===== src/rtl/buffer_pkg.sv =====
// Shared definitions for the byte-addressable 64-bit word buffer read path.
//   - strm_state_e : streamer FSM states
//   - ByteLaneW    : bits per byte lane
//   - LanesPerWord : byte lanes per 64-bit word
//   - byte_to_word / byte_to_lane : little-endian byte address split
package buffer_pkg;

    localparam int unsigned ByteLaneW    = 8;
    localparam int unsigned LanesPerWord = 8;
    localparam int unsigned LaneIdxW     = $clog2(LanesPerWord);

    typedef enum logic [2:0] {
        StIdle,
        StFetch,
        StWait,
        StStream,
        StDone
    } strm_state_e;

    // Word index holding a byte; callers truncate to their word address width.
    function automatic logic [31:0] byte_to_word(input logic [31:0] byte_addr);
        return byte_addr >> LaneIdxW;
    endfunction

    // Byte lane within its word (byte k sits at bits [8k+7:8k]).
    function automatic logic [LaneIdxW-1:0] byte_to_lane(input logic [31:0] byte_addr);
        return LaneIdxW'(byte_addr & 32'(LanesPerWord - 1));
    endfunction

endpackage


===== src/rtl/word_prefetch_reg.sv =====
// Current/next 64-bit word holding registers with lane counter and lane mux.
// Ports:
//   clk, rst_n   : clock, async active-low reset
//   clr          : drop both words (end of transfer)
//   load_cur     : load rdata into cur_word, lane counter <= lane_init
//   lane_init    : first lane of the transfer
//   load_nxt     : prefetched rdata is arriving this cycle
//   rdata        : buffer read data
//   shift        : current byte consumed, advance one lane
//   cur_valid    : cur_word holds unsent bytes
//   nxt_valid    : nxt_word holds a prefetched word
//   lane_byte    : byte at the current lane of cur_word
module word_prefetch_reg
    import buffer_pkg::*;
(
    input  logic                 clk,
    input  logic                 rst_n,
    input  logic                 clr,
    input  logic                 load_cur,
    input  logic [LaneIdxW-1:0]  lane_init,
    input  logic                 load_nxt,
    input  logic [63:0]          rdata,
    input  logic                 shift,
    output logic                 cur_valid,
    output logic                 nxt_valid,
    output logic [ByteLaneW-1:0] lane_byte
);

    logic [63:0]         cur_word_q, cur_word_d;
    logic [63:0]         nxt_word_q, nxt_word_d;
    logic                cur_valid_q, cur_valid_d;
    logic                nxt_valid_q, nxt_valid_d;
    logic [LaneIdxW-1:0] lane_q, lane_d;
    logic                last_lane;

    always_comb begin
        cur_word_d  = cur_word_q;
        nxt_word_d  = nxt_word_q;
        cur_valid_d = cur_valid_q;
        nxt_valid_d = nxt_valid_q;
        lane_d      = lane_q;
        last_lane   = (lane_q == LaneIdxW'(LanesPerWord - 1));

        if (clr) begin
            cur_valid_d = 1'b0;
            nxt_valid_d = 1'b0;
            lane_d      = '0;
        end else if (load_cur) begin
            cur_word_d  = rdata;
            cur_valid_d = 1'b1;
            nxt_valid_d = 1'b0;
            lane_d      = lane_init;
        end else begin
            if (shift) begin
                if (last_lane) begin
                    lane_d = '0;
                    // Hand over the prefetched word on the same edge: no bubble.
                    if (nxt_valid_q) begin
                        cur_word_d  = nxt_word_q;
                        cur_valid_d = 1'b1;
                        nxt_valid_d = 1'b0;
                    end else begin
                        cur_valid_d = 1'b0;
                    end
                end else begin
                    lane_d = lane_q + LaneIdxW'(1);
                end
            end
            // Arriving word goes straight to cur if cur is (or is becoming) empty,
            // otherwise it parks in nxt.
            if (load_nxt) begin
                if (!cur_valid_q || (shift && last_lane && !nxt_valid_q)) begin
                    cur_word_d  = rdata;
                    cur_valid_d = 1'b1;
                    lane_d      = '0;
                end else begin
                    nxt_word_d  = rdata;
                    nxt_valid_d = 1'b1;
                end
            end
        end
    end

    always_ff @(posedge clk or negedge rst_n) begin
        if (!rst_n) begin
            cur_word_q  <= '0;
            nxt_word_q  <= '0;
            cur_valid_q <= 1'b0;
            nxt_valid_q <= 1'b0;
            lane_q      <= '0;
        end else begin
            cur_word_q  <= cur_word_d;
            nxt_word_q  <= nxt_word_d;
            cur_valid_q <= cur_valid_d;
            nxt_valid_q <= nxt_valid_d;
            lane_q      <= lane_d;
        end
    end

    assign cur_valid = cur_valid_q;
    assign nxt_valid = nxt_valid_q;
    assign lane_byte = cur_word_q[{lane_q, 3'b000} +: ByteLaneW];

endmodule


===== src/rtl/buffer_byte_streamer.sv =====
// Read-side engine for the byte-addressable 64-bit word buffer. Reads words on
// the buffer word port and streams the requested bytes one per cycle on a
// valid/ready interface, with a single-word prefetch.
// Ports:
//   clk, rst_n                     : clock, async active-low reset
//   start, start_byte_addr,
//   byte_count                     : transfer request (sampled only when idle)
//   busy, done                     : transfer in progress / one-cycle end pulse
//   buf_read_en, buf_word_addr,
//   buf_word_rdata                 : buffer word port (data one cycle after read)
//   out_valid, out_ready,
//   out_byte, out_last             : byte stream toward the datapath
module buffer_byte_streamer
    import buffer_pkg::*;
#(
    parameter int unsigned BuffDepth = 256,
    parameter int unsigned ByteAddrW = $clog2(BuffDepth),
    parameter int unsigned WordDepth = BuffDepth / 8,
    parameter int unsigned WordAddrW = $clog2(WordDepth),
    parameter int unsigned CntW      = ByteAddrW + 1
) (
    input  logic                 clk,
    input  logic                 rst_n,
    input  logic                 start,
    input  logic [ByteAddrW-1:0] start_byte_addr,
    input  logic [CntW-1:0]      byte_count,
    output logic                 busy,
    output logic                 done,
    output logic                 buf_read_en,
    output logic [WordAddrW-1:0] buf_word_addr,
    input  logic [63:0]          buf_word_rdata,
    output logic                 out_valid,
    input  logic                 out_ready,
    output logic [7:0]           out_byte,
    output logic                 out_last
);

    localparam int unsigned SumW = CntW + 1;

    strm_state_e         state_q, state_d;
    logic [WordAddrW-1:0] fetch_addr_q, fetch_addr_d;  // next word to read
    logic [CntW-1:0]      words_left_q, words_left_d;  // words not yet read
    logic [CntW-1:0]      bytes_left_q, bytes_left_d;  // bytes not yet consumed
    logic [LaneIdxW-1:0]  start_lane_q, start_lane_d;
    logic                 inflight_q, inflight_d;

    logic                 cur_valid;
    logic                 nxt_valid;
    logic [7:0]           lane_byte;
    logic                 pf_issue;
    logic                 consume;
    logic [SumW-1:0]      words_sum;

    // Words touched = ceil((start lane + count) / 8).
    assign words_sum = SumW'(byte_to_lane(32'(start_byte_addr))) + SumW'(byte_count)
                     + SumW'(LanesPerWord - 1);

    assign out_valid = (state_q == StStream) && cur_valid;
    assign consume   = out_valid && out_ready;
    assign out_last  = out_valid && (bytes_left_q == CntW'(1));
    assign out_byte  = lane_byte;

    // One read outstanding at most, and only when the holding slot is free.
    assign pf_issue = (state_q == StStream) && !nxt_valid && !inflight_q
                    && (words_left_q != '0);

    assign buf_read_en   = (state_q == StFetch) || pf_issue;
    assign buf_word_addr = fetch_addr_q;
    assign busy          = (state_q == StFetch) || (state_q == StWait)
                         || (state_q == StStream);
    assign done          = (state_q == StDone);

    always_comb begin
        state_d      = state_q;
        fetch_addr_d = fetch_addr_q;
        words_left_d = words_left_q;
        bytes_left_d = bytes_left_q;
        start_lane_d = start_lane_q;
        inflight_d   = pf_issue;

        unique case (state_q)
            StIdle: begin
                if (start) begin
                    if (byte_count != '0) begin
                        fetch_addr_d = WordAddrW'(byte_to_word(32'(start_byte_addr)));
                        start_lane_d = byte_to_lane(32'(start_byte_addr));
                        bytes_left_d = byte_count;
                        words_left_d = CntW'(words_sum >> LaneIdxW);
                        state_d      = StFetch;
                    end else begin
                        state_d = StDone;
                    end
                end
            end
            StFetch: begin
                fetch_addr_d = fetch_addr_q + WordAddrW'(1);
                words_left_d = words_left_q - CntW'(1);
                state_d      = StWait;
            end
            StWait: begin
                state_d = StStream;
            end
            StStream: begin
                if (pf_issue) begin
                    fetch_addr_d = fetch_addr_q + WordAddrW'(1);
                    words_left_d = words_left_q - CntW'(1);
                end
                if (consume) begin
                    bytes_left_d = bytes_left_q - CntW'(1);
                    if (bytes_left_q == CntW'(1)) begin
                        state_d = StDone;
                    end
                end
            end
            StDone: begin
                state_d = StIdle;
            end
            default: begin
                state_d = StIdle;
            end
        endcase
    end

    always_ff @(posedge clk or negedge rst_n) begin
        if (!rst_n) begin
            state_q      <= StIdle;
            fetch_addr_q <= '0;
            words_left_q <= '0;
            bytes_left_q <= '0;
            start_lane_q <= '0;
            inflight_q   <= 1'b0;
        end else begin
            state_q      <= state_d;
            fetch_addr_q <= fetch_addr_d;
            words_left_q <= words_left_d;
            bytes_left_q <= bytes_left_d;
            start_lane_q <= start_lane_d;
            inflight_q   <= inflight_d;
        end
    end

    word_prefetch_reg u_prefetch (
        .clk       (clk),
        .rst_n     (rst_n),
        .clr       (state_q == StDone),
        .load_cur  (state_q == StWait),
        .lane_init (start_lane_q),
        .load_nxt  (inflight_q),
        .rdata     (buf_word_rdata),
        .shift     (consume),
        .cur_valid (cur_valid),
        .nxt_valid (nxt_valid),
        .lane_byte (lane_byte)
    );

endmodule


===== config.mk =====
export PLATFORM = sky130hd
export DESIGN_NAME = buffer_byte_streamer
export DESIGN_NICKNAME = d
export VERILOG_FILES = /design/src/rtl/buffer_pkg.sv /design/src/rtl/word_prefetch_reg.sv /design/src/rtl/buffer_byte_streamer.sv
export SDC_FILE = /design/constraint.sdc
export NUM_CORES = 1
export LEC_CHECK = 0
export ABC_AREA = 1
export CAP_MARGIN = 10
export CELL_PAD_IN_SITES_DETAIL_PLACEMENT = 0
export CELL_PAD_IN_SITES_GLOBAL_PLACEMENT = 1
export CORE_MARGIN = 10
export CORE_UTILIZATION = 41
export CTS_CLUSTER_SIZE = 8
export DETAILED_ROUTE_END_ITERATION = 10
export GPL_TIMING_DRIVEN = 0
export MAX_ROUTING_LAYER = met4
export PLACE_DENSITY = 0.92
export SETUP_SLACK_MARGIN = 0.5
export SYNTH_ARGS = -nofsm -noshare
export SYNTH_HDL_FRONTEND = slang
export SYNTH_SLANG_ARGS = --single-unit
export TNS_END_PERCENT = 10

===== constraint.sdc =====
create_clock -name clk -period 2.5 [get_ports clk]
set_input_delay 0.5 -clock clk [delete_from_list [all_inputs] [get_ports clk]]
set_output_delay 0.5 -clock clk [all_outputs]
set_load 0.02 [all_outputs]

Word level (Yosys, flattened, before mapping)
Cells that the tools add are included.
{ "totals": {"reg_bits": 163, "word_cells": 99, "latchBits": 0, "ramBits": 0, "memories": 0, "out_inout_bits": 18, "rom_bits": 0, "input_bits": 85} }
{ "classes": {"add_sub_neg": 6, "n_shift": 1, "n_mux": 42, "n_eq_ne": 11, "order_cmp": 0, "div": 0, "multipliers": 0, "n_bitwise": 3, "n_reduce_logical": 25} }
{ "ops": {"columns": ["op", "n"], "rows": [
  ["$mux 64", 6],
  ["$shiftx 64x7->8", 1],
  ["$mux 9", 6],
  ["$mux 3", 10],
  ["$pmux 9 s3", 1],
  ["$pmux 9 s2", 1],
  ["$reduce_bool 9->1", 2],
  ["$sub 9x1->9 const B", 2],
  ["$mux 5", 3],
  ["$pmux 5 s3", 1],
  ["$mux 1", 13],
  ["$pmux 3 s4", 1],
  ["$reduce_and 4->1", 3],
  ["$add 10x3->10 const B", 1],
  ["$add 3x9->10", 1],
  ["$eq 9x1->1 const B", 1],
  ["$logic_and 1x1->1", 8],
  ["$eq 3x2->1 const B", 2],
  ["$eq 3x3->1 const B", 2],
  ["$ne 2x2->1 const B", 3],
  ["$reduce_and 3->1", 2],
  ["$add 5x1->5 const B", 1],
  ["$logic_or 1x1->1", 4],
  ["$ne 2x1->1 const B", 2],
  ["other kinds (7)", 11]
]} }

Logic depth before layout (Yosys ltp)
{ "depth": {"depth_word": 10, "depth_mapped": 14, "ltp_nobuf": 14} }

By module
Synthesis repeated with hierarchy kept, for this count alone.
{ "unflattened": {"hier_cells": 1472, "hier_area_um2": 10129.7} }
{ "modules_own_cells": {"columns": ["mod", "area_per_inst_um2", "cells_each", "seq_area_each_um2", "instances"], "rows": [
  ["word_prefetch_reg", 7800.0, 1131, 3328.2, 1],
  ["buffer_byte_streamer", 2329.7, 341, 750.7, 1]
]} }

Least setup slack after synthesis
No wires, ideal clock.
{ "synth_timing": {"path_kind": "register to output", "start": "register state_q[0]", "end": "output buf_read_en", "t_required_ns": 2.000, "n_path_buf": 1, "arrival_time_ns": 1.557, "path_stages_with_launch": 6, "setup_slack_ns": 0.443, "path_cell_list": "dfrtp_1 -> inv_1 -> nor2_1 -> inv_1 -> clkbuf_1 -> o21ai_0"} }
{ "synth_between": {"elab_chain_cells": 5, "elab_cells_between_ends": 6, "classes_between": "eq/ne (2); reduce/logical (4)"} }
{ "synth_rtl": {"columns": ["item", "line", "rtl"], "rows": [
  ["from (decl)", "buffer_byte_streamer.sv:40", "strm_state_e state_q, state_d;"],
  ["from (signal assigned)", "buffer_byte_streamer.sv:126", "state_q <= StIdle;"],
  ["from (signal assigned)", "buffer_byte_streamer.sv:133", "state_q <= state_d;"],
  ["$eq 3x2->1", "buffer_byte_streamer.sv:64", "assign pf_issue = (state_q == StStream) && !nxt_valid && !inflight_q"],
  ["$logic_and 1x1->1 (2 in series)", "buffer_byte_streamer.sv:64", null],
  ["$logic_and 1x1->1", "buffer_byte_streamer.sv:65", "&& (words_left_q != '0);"],
  ["$logic_or 1x1->1 (*)", "buffer_byte_streamer.sv:67", "assign buf_read_en = (state_q == StFetch) || pf_issue;"],
  ["to (decl)", "buffer_byte_streamer.sv:29", "output logic buf_read_en,"]
]} }
Every way passes the cells marked *; elsewhere a longest branch is shown, timed or not.

Final worst setup path
{ "layout_timing": {"start": "register u_prefetch.lane_q[1]", "end": "output out_byte[4]"} }
{ "layout_between": {"elab_chain_cells": 1} }
{ "layout_rtl": {"columns": ["item", "line", "rtl"], "rows": [
  ["from (decl)", "word_prefetch_reg.sv:33", "logic [LaneIdxW-1:0] lane_q, lane_d;"],
  ["from (signal assigned)", "word_prefetch_reg.sv:96", "lane_q <= lane_d;"],
  ["$shiftx 64x7->8", "word_prefetch_reg.sv:102", "assign lane_byte = cur_word_q[{lane_q, 3'b000} +: ByteLaneW];"],
  ["to (decl)", "buffer_byte_streamer.sv:34", "output logic [7:0] out_byte,"]
]} }
No other way between the ends.

==> reports/qor.csv <==
stage,metric,value,unit
run_status,outcome,finished with violations,
run_status,violations in the final reports,negative hold slack,
timing,Final Cycle Share,0.906,
clock_network,clock sink count,163,
die,x dimension of the die,186,µm
setup_path,CP arrival,1.77,ns
detailed_routing,Via Count,12000,
timing,number of max-slew violations in the final report,0,
synthesis,Syn Inst Count,1859,
pwr,Leak,0.00772,µW
setup_path,reg2reg path depth,10,
placed_design,IO buf count,102,
clock_network,cell chosen for the clock root,clkbuf_16,
job,max capacitance violation total,0,
clock_network,number of buffers inserted for hold repair after clock tree synthesis,0,
timing,actual transition at the worst max-transition pin,0.585,ns
synthesis,Syn Nets,1954,
cells_and_area,cell area after layout,0.0140,mm²
pwr,Overall Power,20100,µW
setup_path,count of buffering cells on the critical path with inverters included,3,
clock_network,H-tree depth reported by CTS,4,
placed_design,half-perimeter wire length of the detailed placement result,26200,µm
setup_path,crit path kind,reg2out,
synthesis,share of flip-flops with an asynchronous set or reset after synthesis,1.00,
cells_and_area,net count reported at finish,2109,
die,standard cell core area,0.0270,mm²
detailed_routing,number of violations reported at the end of detailed-routing iteration 0,1170,
clock_network,Max clock buf depth,2,
synthesis,most numerous cell types in the synthesized netlist,"979 x nand2_1, 163 x dfrtp_1, 163 x nand3_1, 157 x inv_1, 65 x o21ai_0",
detailed_routing,post-detailed-route wirelength per cell,15.9,µm
detailed_routing,iteration count of the initial detailed-routing pass,5,
timing,count of final setup violators,0,
global_route,first-pass GRT wire length,61000,µm
timing,FMAX,0.441,GHz
cells_and_area,layout overhead on the synthesized area,24.3,%
timing,setup repair after global routing missed its margin,yes,
placed_design,final weighted congestion in routability-driven placement,0.934,
detailed_routing,vias per cell,5.06,
global_route,pin count of the biggest net entering global routing,97,
setup_path,"delay-heaviest family, CP",flip-flops,
hold_path,class of the most critical hold timing path,in2async,
clock_network,clock tree from TritonCTS,built,
global_route,initial antenna violation count,1,
setup_path,delay of the slowest cell on the worst path,0.47,ns
setup_path,worst-path cell with the longest stage delay,dfrtp_2,
synthesis,"EDFF count, synth",0,
synthesis,synth warn,0,
synthesis,synthesized area,0.0113,mm²
setup_path,critical path depth,7,
synthesis,most instantiated library cell after synthesis,nand2_1,
timing,final hold violations,2,
synthesis,top post-synthesis cells by area,"dfrtp_1 36%, nand2_1 33%, nand3_1 7.2%",
clock_network,insertion delay of the later-clocked pin in the worst-skew pair,0.45,ns
setup_path,kind of end point of the critical path,output port,
synthesis,Synth Register Bits,163,
timing,final sum of negative setup slack,0,ns
pwr,pwr/cell area,1430,mW/mm²
global_route,All-Layer GR Usage,0.226,
global_route,gr ovfl total,0,
synthesis,top cell type by total area after synthesis,dfrtp_1,
setup_path,largest driver fanout on the critical path,7,
synthesis,post-synth cell types,32,
die,total I/O pin count,103,
clock_network,clock transition at the registers of the reported paths,0.07,ns
placed_design,Post-DP Area,0.0128,mm²
timing,Final min period,2.27,ns
die,starting utilization of the core area,0.418,
die,die height,186,µm
synthesis,area fraction of the dominant cell type after synthesis,0.361,
synthesis,top_reg_cell synth,dfrtp_1,
setup_path,category of the worst setup path launch point,register,
clock_network,clock buffer count from CTS,17,
setup_path,CP Data Required Time,2.00,ns
setup_path,CP cell instances,inv_4 > buf_4 > o21ai_1 > o22ai_2 > nand2_1 > nand2_2 > buf_6,
timing,Final Skew,0.0136,ns
timing,worst relative slew slack,0.610,
timing,worst hold margin,-0.00635,ns
synthesis,sequential-to-total area share from yosys stat,0.361,
cells_and_area,fraction of layout instances using a drive strength above 1,0.120,
detailed_routing,number of remaining DRC errors,0,
die,die area,0.0346,mm²
global_route,via count of the first global-routing pass,11500,
detailed_routing,total wire length,37600,µm
die,total number of placement rows,60,
synthesis,synthesized area per cell,6.08,µm²
pwr,maximum VDD drop,0.582,mV
detailed_routing,final antenna-violating net count,0,
-- through the flow --
stage          setup WS, ns   util  cells
2_1_floorplan         0.597      -   1859
3_3_place_gp          -6.21  0.472   2302
3_5_place_dp         -0.402  0.473   2303
4_1_cts               0.273  0.515   2362
5_1_grt               0.220  0.520   2366
6_report              0.235  0.520   2366
-- final timing paths --
check | from | endpoint | slack, ns
setup / recovery | u_prefetch.lane_q[1] | out_byte[4] | 0.23
hold / removal | rst_n | u_prefetch.nxt_word_q[0] | -0.006
setup reg to reg | u_prefetch.lane_q[0] | u_prefetch.nxt_word_q[56] | 0.32
hold reg to reg | u_prefetch.nxt_word_q[27] | u_prefetch.nxt_word_q[27] | 0.48
max in group asynchronous | rst_n | u_prefetch.lane_q[0] | 1.57
min in group clk | u_prefetch.nxt_word_q[27] | u_prefetch.nxt_word_q[27] | 0.48
-- layout by cell type (no fill, tap or decap), drive strengths merged --
cell           instances
a21oi                 12
a31oi                  4
buf                  132
bufinv                 5
clkbuf                41
clkdlybuf4s50         88
clkinv                27
clkinvlp               2
dfrtp                163
diode                  1
dlygate4sd2            1
ha                    10
inv                  159
nand2                982
nand3                167
nand4                  4
nor2                  67
nor3                   2
o211ai                 2
o21ai                132
o22ai                 16
o31ai                  1
or2                    1
xnor2                  2
xor2                   4
-- routing by layer --
metal,part of all wire,global-route usage
met1,0.46,0.291
met2,0.47,0.362
met3,0.051,0.0318
met4,0.024,0.0716
met5,0,-
-- worst register-to-register path, stage by stage (launching register included) --
cell and delay (ns):
dfrtp_2 0.47, ha_1 0.22, ha_2 0.21, o21ai_2 0.15, nand3_2 0.12, nand2_2 0.11
nand4_4 0.19, buf_12 0.23, buf_2 0.20, nand2_1 0.10, o21ai_1 0.07
-- registers in the layout, summed over array words and instances (netlist names) --
name,cells
words_left_q,9
u_prefetch.cur_valid,1
buf_word_addr,5
u_prefetch.lane_q,3
inflight_q,1
u_prefetch.nxt_valid,1
u_prefetch.cur_word_q,64
bytes_left_q,9
u_prefetch.nxt_word_q,64
state_q,3
start_lane_q,3
-- repair_timing --
item	4_1_cts	5_1_grt
hold endpoints to repair	0	0
resized for setup	169	45
buffers inserted	29	2
gates cloned	1	1
endpoints found under the setup margin	150	168
pin swaps	19	8
-- report_power, final --
| part | switching [µW] | leakage, µW | internal [µW] |
|---|---|---|---|
| clock | 1150 | 0.000301 | 1780 |
| sequential | 1510 | 0.00195 | 3990 |
| combinational | 7070 | 0.00546 | 4610 |
| total | 9740 | 0.00772 | 10400 |
-- cells by family (layout without fill, tap and decap cells) --
family	count (synthesis)	in the layout	synth area share
other	0	1	0
buffers and inverters	290	455	0.110
and+or+nand+nor	1223	1223	0.431
DFF	163	163	0.361
AOI/OAI and AO/OA	167	167	0.0825
xor gates and xnor gates	6	6	0.00465
adders and majority gates	10	10	0.0111
-- cell type report --
class                      count  area, µm²
buffer                       107        701
clock buffer                  19        443
fill                        2760      13000
multi-input combinational   1406       6180
inverter                     183        696
tap                          341        427
clock inverter                10        184
sequential                   163       4080
antenna                        1       2.50
timing repair buffer         136       1320
Note: power is estimated with default switching activity, not from simulation.
